### src/rtl/axis_frame_gen.sv
// rtl/axis_frame_gen.sv - fixed-length counting-payload AXI-Stream frame source with pause/stop control
// Optional bad-frame marking on tuser[0] is enabled by defining AXIS_FRAME_GEN_BAD_INJECT_EN.
module axis_frame_gen #(
  parameter int MAX_LEN     = 256,
  parameter int LEN_WIDTH   = $clog2(MAX_LEN) + 1,
  parameter int TDATA_WIDTH = 8,
  parameter int TUSER_WIDTH = 1,
  parameter int TID_WIDTH   = 1,
  parameter int TDEST_WIDTH = 1,
  parameter int KEEP_WIDTH  = (TDATA_WIDTH + 7) / 8
) (
  input  logic                   clk,
  input  logic                   reset_n,
  output logic [TDATA_WIDTH-1:0] tdata,
  output logic [KEEP_WIDTH-1:0]  tkeep,
  output logic [KEEP_WIDTH-1:0]  tstrb,
  output logic                   tvalid,
  input  logic                   tready,
  output logic                   tlast,
  output logic [TUSER_WIDTH-1:0] tuser,
  output logic [TID_WIDTH-1:0]   tid,
  output logic [TDEST_WIDTH-1:0] tdest,
  output logic                   twakeup,
`ifdef AXIS_FRAME_GEN_BAD_INJECT_EN
  input  logic                   inject_bad,
`endif
  input  logic                   start,
  input  logic                   stop,
  input  logic [LEN_WIDTH-1:0]   frame_len,
  input  logic [15:0]            frame_count,
  input  logic                   pause_req,
  output logic                   pause_ack,
  output logic                   busy,
  output logic [31:0]            frames_sent
);

  if (TDATA_WIDTH <= 0) begin : g_chk_tdata
    $error("axis_frame_gen: TDATA_WIDTH must be > 0");
  end
  if (MAX_LEN < 1) begin : g_chk_len
    $error("axis_frame_gen: MAX_LEN must be >= 1");
  end

  typedef enum logic [1:0] {IDLE, SEND, PAUSED} state_t;

  state_t               state, state_n;
  logic [LEN_WIDTH-1:0] len, len_n, beat, beat_n;
  logic [15:0]          rem, rem_n;
  logic                 cont, cont_n;
  logic [31:0]          word, word_n, frames_n;
  logic                 stop_pending, stop_pending_n;
  logic                 pause_ack_n, tlast_n, hs;

  function automatic logic [LEN_WIDTH-1:0] clamp_len(input logic [LEN_WIDTH-1:0] l);
    if (l == '0) return LEN_WIDTH'(1);
    if (l > LEN_WIDTH'(MAX_LEN)) return LEN_WIDTH'(MAX_LEN);
    return l;
  endfunction

  assign hs      = tvalid & tready;
  assign busy    = (state != IDLE);
  assign tkeep   = '1;
  assign tstrb   = '0;
  assign tid     = '0;
  assign tdest   = '0;
  assign twakeup = 1'b0;

  always_comb begin
    state_n        = state;
    len_n          = len;
    rem_n          = rem;
    cont_n         = cont;
    word_n         = word;
    beat_n         = beat;
    frames_n       = frames_sent;
    stop_pending_n = stop_pending;
    case (state)
      IDLE: begin
        if (start) begin
          len_n          = clamp_len(frame_len);
          rem_n          = frame_count;
          cont_n         = (frame_count == 16'd0);
          word_n         = '0;
          beat_n         = '0;
          stop_pending_n = stop;
          state_n        = pause_req ? PAUSED : SEND;
        end
      end
      SEND: begin
        if (stop) stop_pending_n = 1'b1;
        if (hs) begin
          word_n = word + 32'd1;
          if (tlast) begin
            frames_n = frames_sent + 32'd1;
            beat_n   = '0;
            if (!cont) rem_n = rem - 16'd1;
            // Finishing the run outranks pausing; a stop arriving on the last beat counts too.
            if ((!cont && rem == 16'd1) || stop_pending || stop) begin
              state_n        = IDLE;
              stop_pending_n = 1'b0;
            end else if (pause_req) begin
              state_n = PAUSED;
            end
          end else begin
            beat_n = beat + LEN_WIDTH'(1);
          end
        end
      end
      PAUSED: begin
        if (stop) begin
          state_n        = IDLE;
          stop_pending_n = 1'b0;
        end else if (!pause_req) begin
          state_n = SEND;
        end
      end
      default: state_n = IDLE;
    endcase
    pause_ack_n = (state == PAUSED) && (state_n == PAUSED);
    tlast_n     = (state_n == SEND) && (beat_n == len_n - LEN_WIDTH'(1));
  end

  always_ff @(posedge clk or negedge reset_n) begin
    if (!reset_n) begin
      state        <= IDLE;
      len          <= LEN_WIDTH'(1);
      rem          <= '0;
      cont         <= 1'b0;
      word         <= '0;
      beat         <= '0;
      frames_sent  <= '0;
      stop_pending <= 1'b0;
      pause_ack    <= 1'b0;
      tvalid       <= 1'b0;
      tlast        <= 1'b0;
      tdata        <= '0;
    end else begin
      state        <= state_n;
      len          <= len_n;
      rem          <= rem_n;
      cont         <= cont_n;
      word         <= word_n;
      beat         <= beat_n;
      frames_sent  <= frames_n;
      stop_pending <= stop_pending_n;
      pause_ack    <= pause_ack_n;
      tvalid       <= (state_n == SEND);
      tlast        <= tlast_n;
      tdata        <= TDATA_WIDTH'(word_n);
    end
  end

`ifdef AXIS_FRAME_GEN_BAD_INJECT_EN
  if (TUSER_WIDTH <= 0) begin : g_chk_tuser
    $error("axis_frame_gen: TUSER_WIDTH must be > 0 with bad-frame injection");
  end

  logic                   armed, armed_n;
  logic [TUSER_WIDTH-1:0] tuser_n;

  always_comb begin
    armed_n = armed;
    if (hs && tlast && tuser[0]) armed_n = 1'b0;
    if (inject_bad && busy) armed_n = 1'b1;
    if (state_n == IDLE) armed_n = 1'b0;
    // A stalled beat keeps its tuser; a late request then marks the following frame.
    if (tvalid && !tready) begin
      tuser_n = tuser;
    end else begin
      tuser_n    = '0;
      tuser_n[0] = armed_n && tlast_n;
    end
  end

  always_ff @(posedge clk or negedge reset_n) begin
    if (!reset_n) begin
      armed <= 1'b0;
      tuser <= '0;
    end else begin
      armed <= armed_n;
      tuser <= tuser_n;
    end
  end
`else
  assign tuser = '0;
`endif

endmodule

### config.mk
export PLATFORM = sky130hd
export DESIGN_NAME = axis_frame_gen
export DESIGN_NICKNAME = d
export VERILOG_FILES = /design/src/rtl/axis_frame_gen.sv
export SDC_FILE = /design/constraint.sdc
export NUM_CORES = 1
export LEC_CHECK = 0
export ABC_CLOCK_PERIOD_IN_PS = 3340
export CAP_MARGIN = 30
export CORE_ASPECT_RATIO = 0.75
export CORE_MARGIN = 5
export CORE_UTILIZATION = 49
export CTS_BUF_LIST = sky130_fd_sc_hd__clkbuf_8
export DETAILED_ROUTE_END_ITERATION = 8
export PLACE_DENSITY = 0.87
export REMOVE_ABC_BUFFERS = 1
export SYNTH_ARGS = -nofsm -noshare
export SYNTH_HDL_FRONTEND = slang
export SYNTH_SLANG_ARGS = --single-unit
### constraint.sdc
create_clock -name clk -period 3.34 [get_ports clk]
set_input_delay 0.334 -clock clk [delete_from_list [all_inputs] [get_ports clk]]
set_output_delay 0.334 -clock clk [all_outputs]
set_load 0.01 [all_outputs]
Yosys cells after proc, flatten, opt, wreduce, memory -nomap -nowiden. Index checks and enable logic that the tools add are counted. W data, S select, Z words.

Mux-type cells: 41. Equality and inequality tests: 11. Bitwise operators: 1. $lt $le $gt $ge: 1. $add $sub $neg: 5. Reductions and logical operators: 17.

Operators with widths (count): $mux W9 (9); $add A32 B1 Y32 const B (2); $mux W16 (4); $mux W32 (2); $pmux W32 S2 (1); $pmux W16 S2 (1); $pmux W9 S2 (1); $eq A16 B1 Y1 const B (1); $logic_not A16 Y1 (1); $mux W2 (8); $sub A16 B1 Y16 const B (1); $mux W1 (13); $ne A2 B2 Y1 const B (5); $add A9 B1 Y9 const B (1); $eq A9 B9 Y1 (1); $gt A9 B9 Y1 const B (1); $logic_not A9 Y1 (1); $reduce_and A3 Y1 (3); $sub A9 B1 Y9 const B (1); $pmux W2 S3 (1); $reduce_and A5 Y1 (1); $eq A2 B1 Y1 const B (2); $eq A2 B2 Y1 const B (2); $reduce_bool A2 Y1 (2); other kinds (8) (11).

Flip-flop bits (word level): 105. Logic and storage cells: 88.

Logic depth before layout (Yosys ltp).
Depth after elaboration: 14. Depth in mapped cells: 16. Mapped depth without buffers: 14.

Worst setup path before layout. Ideal clock, no wire load.

Path type: register to register. From: register state[0]. To: register tlast. Path slack: 6 ps. Buffers on the path: 2. Stages on the path, launching flop included: 17. Arrival time: 3223 ps. Period minus slack after synthesis: 3334 ps. Cell sequence: dfrtp_1 -> inv_1 -> ha_1 -> buf_4 -> nand2_2 -> buf_2 -> a211oi_1 -> nor3_1 -> inv_1 -> ha_1 -> inv_1 -> a211oi_1 -> or4b_2 -> xnor2_1 -> xnor2_1 -> nand3_1 -> a2111oi_2.

Elaborated cells between the ends (all ways): 17. Those cells by class: add/sub (1); eq/ne (4); mux (10); reduce/logical (2).

RTL lines: from (decl) (RTL line 46) `state_t state, state_n;`; from (signal assigned) (RTL line 138) `state <= state_n;`; $logic_not A2 Y1 (RTL line 77) `case (state)`; $mux W9 (RTL line 77); net len_n[0] (RTL line 47) `logic [LEN_WIDTH-1:0] len, len_n, beat, beat_n;`; $sub A9 B1 Y9 (RTL line 120) `tlast_n = (state_n == SEND) && (beat_n == len_n - LEN_WIDTH'(1));`; $eq A9 B9 Y1 (RTL line 120); $logic_and A1 B1 Y1 (RTL line 120); net tlast_n (RTL line 52) `logic pause_ack_n, tlast_n, hs;`; to (signal assigned) (RTL line 148) `tlast <= tlast_n;`; to (decl) (RTL line 19) `output logic tlast,`.

The timed path passes the listed nets, and every way through them passes these cells. A chain may end at the register's enable or synchronous reset.

Worst setup path in the final report.
From: register state[0]. To: register tlast.

Longest elaborated chain between the ends: 7. Elaborated cells between the ends (all ways): 17. Those cells by class: add/sub (1); eq/ne (4); mux (10); reduce/logical (2).

Ends and longest elaborated chain (RTL line): parallel branches: the longest is 6 deep, another holds $sub A9 B1 Y9; $logic_and A1 B1 Y1 * (120); net tlast_n (52).

Mark *: on every way through the listed nets, which the timed path passes.

==> insert_results.sql <==
INSERT INTO impl_metrics (metric_group, metric, value, unit) VALUES
('synth', 'async_flop_share', '1.00', ''),
('layout', 'num_antenna_cells', '0', ''),
('grt', 'antenna_found_initial', '0', ''),
('routing', 'drt_drc_violations_left', '0', ''),
('synth', 'synth.most_common_cell', 'dfrtp_1', ''),
('placement', 'placed_area', '5390', 'um2'),
('synth', 'synthTopCellsByCount', 'dfrtp_1, nand2_1, xnor2_1', ''),
('routing', 'drc_violation_total_after_the_first_tritonroute_iteration', '293', ''),
('layout', 'area_growth_syn_to_layout', '25.0', '%'),
('cts', 'tritoncts', 'built', ''),
('grt', 'grt_first_pass_wirelength', '18.3', 'mm'),
('floorplanning', 'die_height', '92.9', 'um'),
('pwr', 'leakage_power_total', '2.40', 'nW'),
('synth', 'synth_flop_cell', 'dfrtp_1', ''),
('routing', 'detail-route-antenna-nets', '0', ''),
('cts', 'clkTransAtPathRegs', '0.09', 'ns'),
('critical_path', 'critical_path_class', 'flop to flop', ''),
('routing', 'avgViaCountPerCell', '5.81', ''),
('critical_path', 'end_kind', 'flop', ''),
('layout', 'final_net_count', '599', ''),
('timing', 'fmax', '323', 'MHz'),
('critical_path', 'worstRegToRegCells', '13', ''),
('synth', 'synthesis.instances', '473', ''),
('routing', 'postRouteWirelength', '11.0', 'mm'),
('synth', 'syn-mean-instance-area', '9.49', 'um2'),
('critical_path', 'reg2reg_to', 'tlast$_DFF_PN0_', ''),
('pwr', 'worst_ir_drop_vdd', '0.569', 'mV'),
('synth', 'yosys.area.top_type_share', '0.446', ''),
('placement', 'gp_routability_congestion', '0.845', ''),
('grt', 'grt_util_all_layers', '0.202', ''),
('cts', 'clock_sinks', '81', ''),
('synth', 'post_synthesis_sequential_element_count', '81', ''),
('grt', 'grt_pass1_vias', '3748', ''),
('critical_path', 'max_stage_delay', '0.51', 'ns'),
('critical_path', 'slowest_stage', 'or4b_4', ''),
('pwr', 'p_switching', '0.00146', 'W'),
('synth', 'yosys.area.top_type', 'dfrtp_1', ''),
('routing', 'average_wire_length_per_cell_after_detail_routing', '16.3', 'um'),
('cts', 'worst_skew_pair.late_latency', '0.36', 'ns'),
('timing', 'report.final.slew_viol_count', '0', ''),
('synth', 'synth_seq_area_share', '0.452', ''),
('synth', 'yosysWarningCount', '0', ''),
('outcome', 'run_status', 'completed', ''),
('timing', 'final_min_period_over_clock_period', '0.927', ''),
('timing', 'max_slew.worst_pin.slew', '0.696', 'ns'),
('timing', 'timing.final.hold_violations', '0', ''),
('timing', 'grt_setup_unrepaired', 'no', ''),
('cts', 'clk_path_buf_depth', '2', ''),
('timing', 'report.final.setup_viol', '0', ''),
('grt', 'overflow', '0', ''),
('layout', 'final_layout_size_suffix_gt1_frac', '0.0854', ''),
('floorplanning', 'start_util', '0.498', ''),
('timing', 'min_period', '3.10', 'ns'),
('critical_path', 'cp-startpoint', 'state[0]$_DFF_PN0_', ''),
('floorplanning', 'placement_row_count', '30', ''),
('pwr', 'sequentialPowerShare', '0.372', ''),
('floorplanning', 'width_of_the_die', '121', 'um'),
('critical_path', 'worst_ep_arrival_time', '3.34', 'ns'),
('flow_run', 'max-cap-violations', '0', ''),
('layout', 'finalInstanceArea', '5610', 'um2'),
('critical_path', 'critical_path_required', '3.58', 'ns'),
('pwr', 'internal_power', '0.00223', 'W'),
('synth', 'netlist_area', '4490', 'um2'),
('pwr', 'share_clk_of_total_power', '0.187', ''),
('critical_path', 'setup.worst_path.start_class', 'flop', ''),
('cts', 'ctsHtreeMaxLevel', '3', ''),
('placement', 'dpl.hpwl', '8.41', 'mm'),
('floorplanning', 'total_die_area', '11200', 'um2'),
('critical_path', 'rr_startpoint', 'state[0]$_DFF_PN0_', ''),
('placement', 'placement.io_buffers', '74', ''),
('routing', 'drt_pass1_iterations', '6', '');
## cell type report
cell class              instances  area (um2)  share of cell area
well taps                     112         140              0.0250
clock inverters                 6        61.3              0.0109
repair buffers                 89         873               0.156
clock buffers                   9         124              0.0221
inverters                      20        75.1              0.0134
flip-flops and latches         81        2030               0.362
multi-input cells             357        2310               0.411
## per-layer routing
layer	wire length, um	GRT usage	up-vias
li1	-	-	1850
met2	5290	0.339	154
met1	4890	0.265	1890
met5	0	0	-
met3	576	0.0440	25
met4	221	0.0566	0
## flip-flops by register name (all words and copies together), names as in the netlist
| name | count |
|---|---|
| beat | 9 |
| cont | 1 |
| frames_sent | 32 |
| len | 9 |
| pause_ack | 1 |
| rem | 16 |
| state | 2 |
| stop_pending | 1 |
| tdata | 8 |
| tlast | 1 |
| tvalid | 1 |
## power by group through the flow
stage | Combinational, W | Clock [W] | Sequential, W
after CTS | 0.00158 | 0.000715 | 0.00137
after detailed placement | 0.00157 | 0 | 0.00139
after global routing | 0.00179 | 0.000762 | 0.00140
final | 0.00163 | 0.000690 | 0.00138
after floorplan | 0.00107 | 0 | 0.00135
after global placement | 0.00148 | 0 | 0.00137
## critical path: cells and delay by family, from the launching register on
kind | cells | cell delay [ns]
fa+ha+maj | 2 | 0.44
buf+inv | 3 | 0.36
compound gates | 3 | 0.77
xor+xnor | 2 | 0.30
flops | 1 | 0.41
simple gates | 3 | 0.72
## placed cells by master (no fill, tap or decap), types with 7 or more instances in the layout
cell type,n
buf_4,14
xor2_1,9
o21ai_0,21
ha_1,10
nand3_1,31
xnor2_1,37
nand4_1,17
o22ai_1,7
clkbuf_8,9
clkdlybuf4s50_1,73
nor2_1,30
nor3_1,9
inv_1,21
nor4_1,13
and3_1,9
dfrtp_1,80
nand2_1,51
a21oi_1,28
## repair_timing
action	CTS	global route
buffers inserted	0	2
endpoints found under the hold margin	36	0
endpoints found under the setup margin	0	1
hold buffers	1	0
gates resized for setup	0	2
## metrics by stage
stage          power, W  setup WS, ns  hold slack, ns  utilization  setup TNS (ns)
3_5_place_dp    0.00296        0.0491           0.335        0.598               0
2_1_floorplan   0.00242        -0.164          0.0384            -          -0.164
3_3_place_gp    0.00285         0.143           0.462        0.595               0
5_1_grt         0.00395       0.00325           0.512        0.623               0
4_1_cts         0.00367        0.0548           0.490        0.620               0
6_report        0.00370         0.244           0.470        0.623               0
## worst max path at each step
stage / to / cells past startpoint
floorplan: tlast$_DFF_PN0_ / 9
global placement: tlast$_DFF_PN0_ / 12
detailed placement: tlast$_DFF_PN0_ / 13
CTS: tlast$_DFF_PN0_ / 13
global route: tlast$_DFF_PN0_ / 13
finish: tlast$_DFF_PN0_ / 13
## kinds of logic (layout without fill, tap and decap cells)
kind of cell | Yosys count | after routing | share of synthesized area
compound gates | 91 | 91 | 0.130
simple gates | 192 | 192 | 0.225
xor+xnor | 49 | 49 | 0.102
other cells | 2 | 6 | 0.00167
fa+ha+maj | 10 | 10 | 0.0279
buf+inv | 39 | 124 | 0.0401
flops | 81 | 81 | 0.452
mux | 9 | 9 | 0.0220
(Power assumes the default switching activity.)
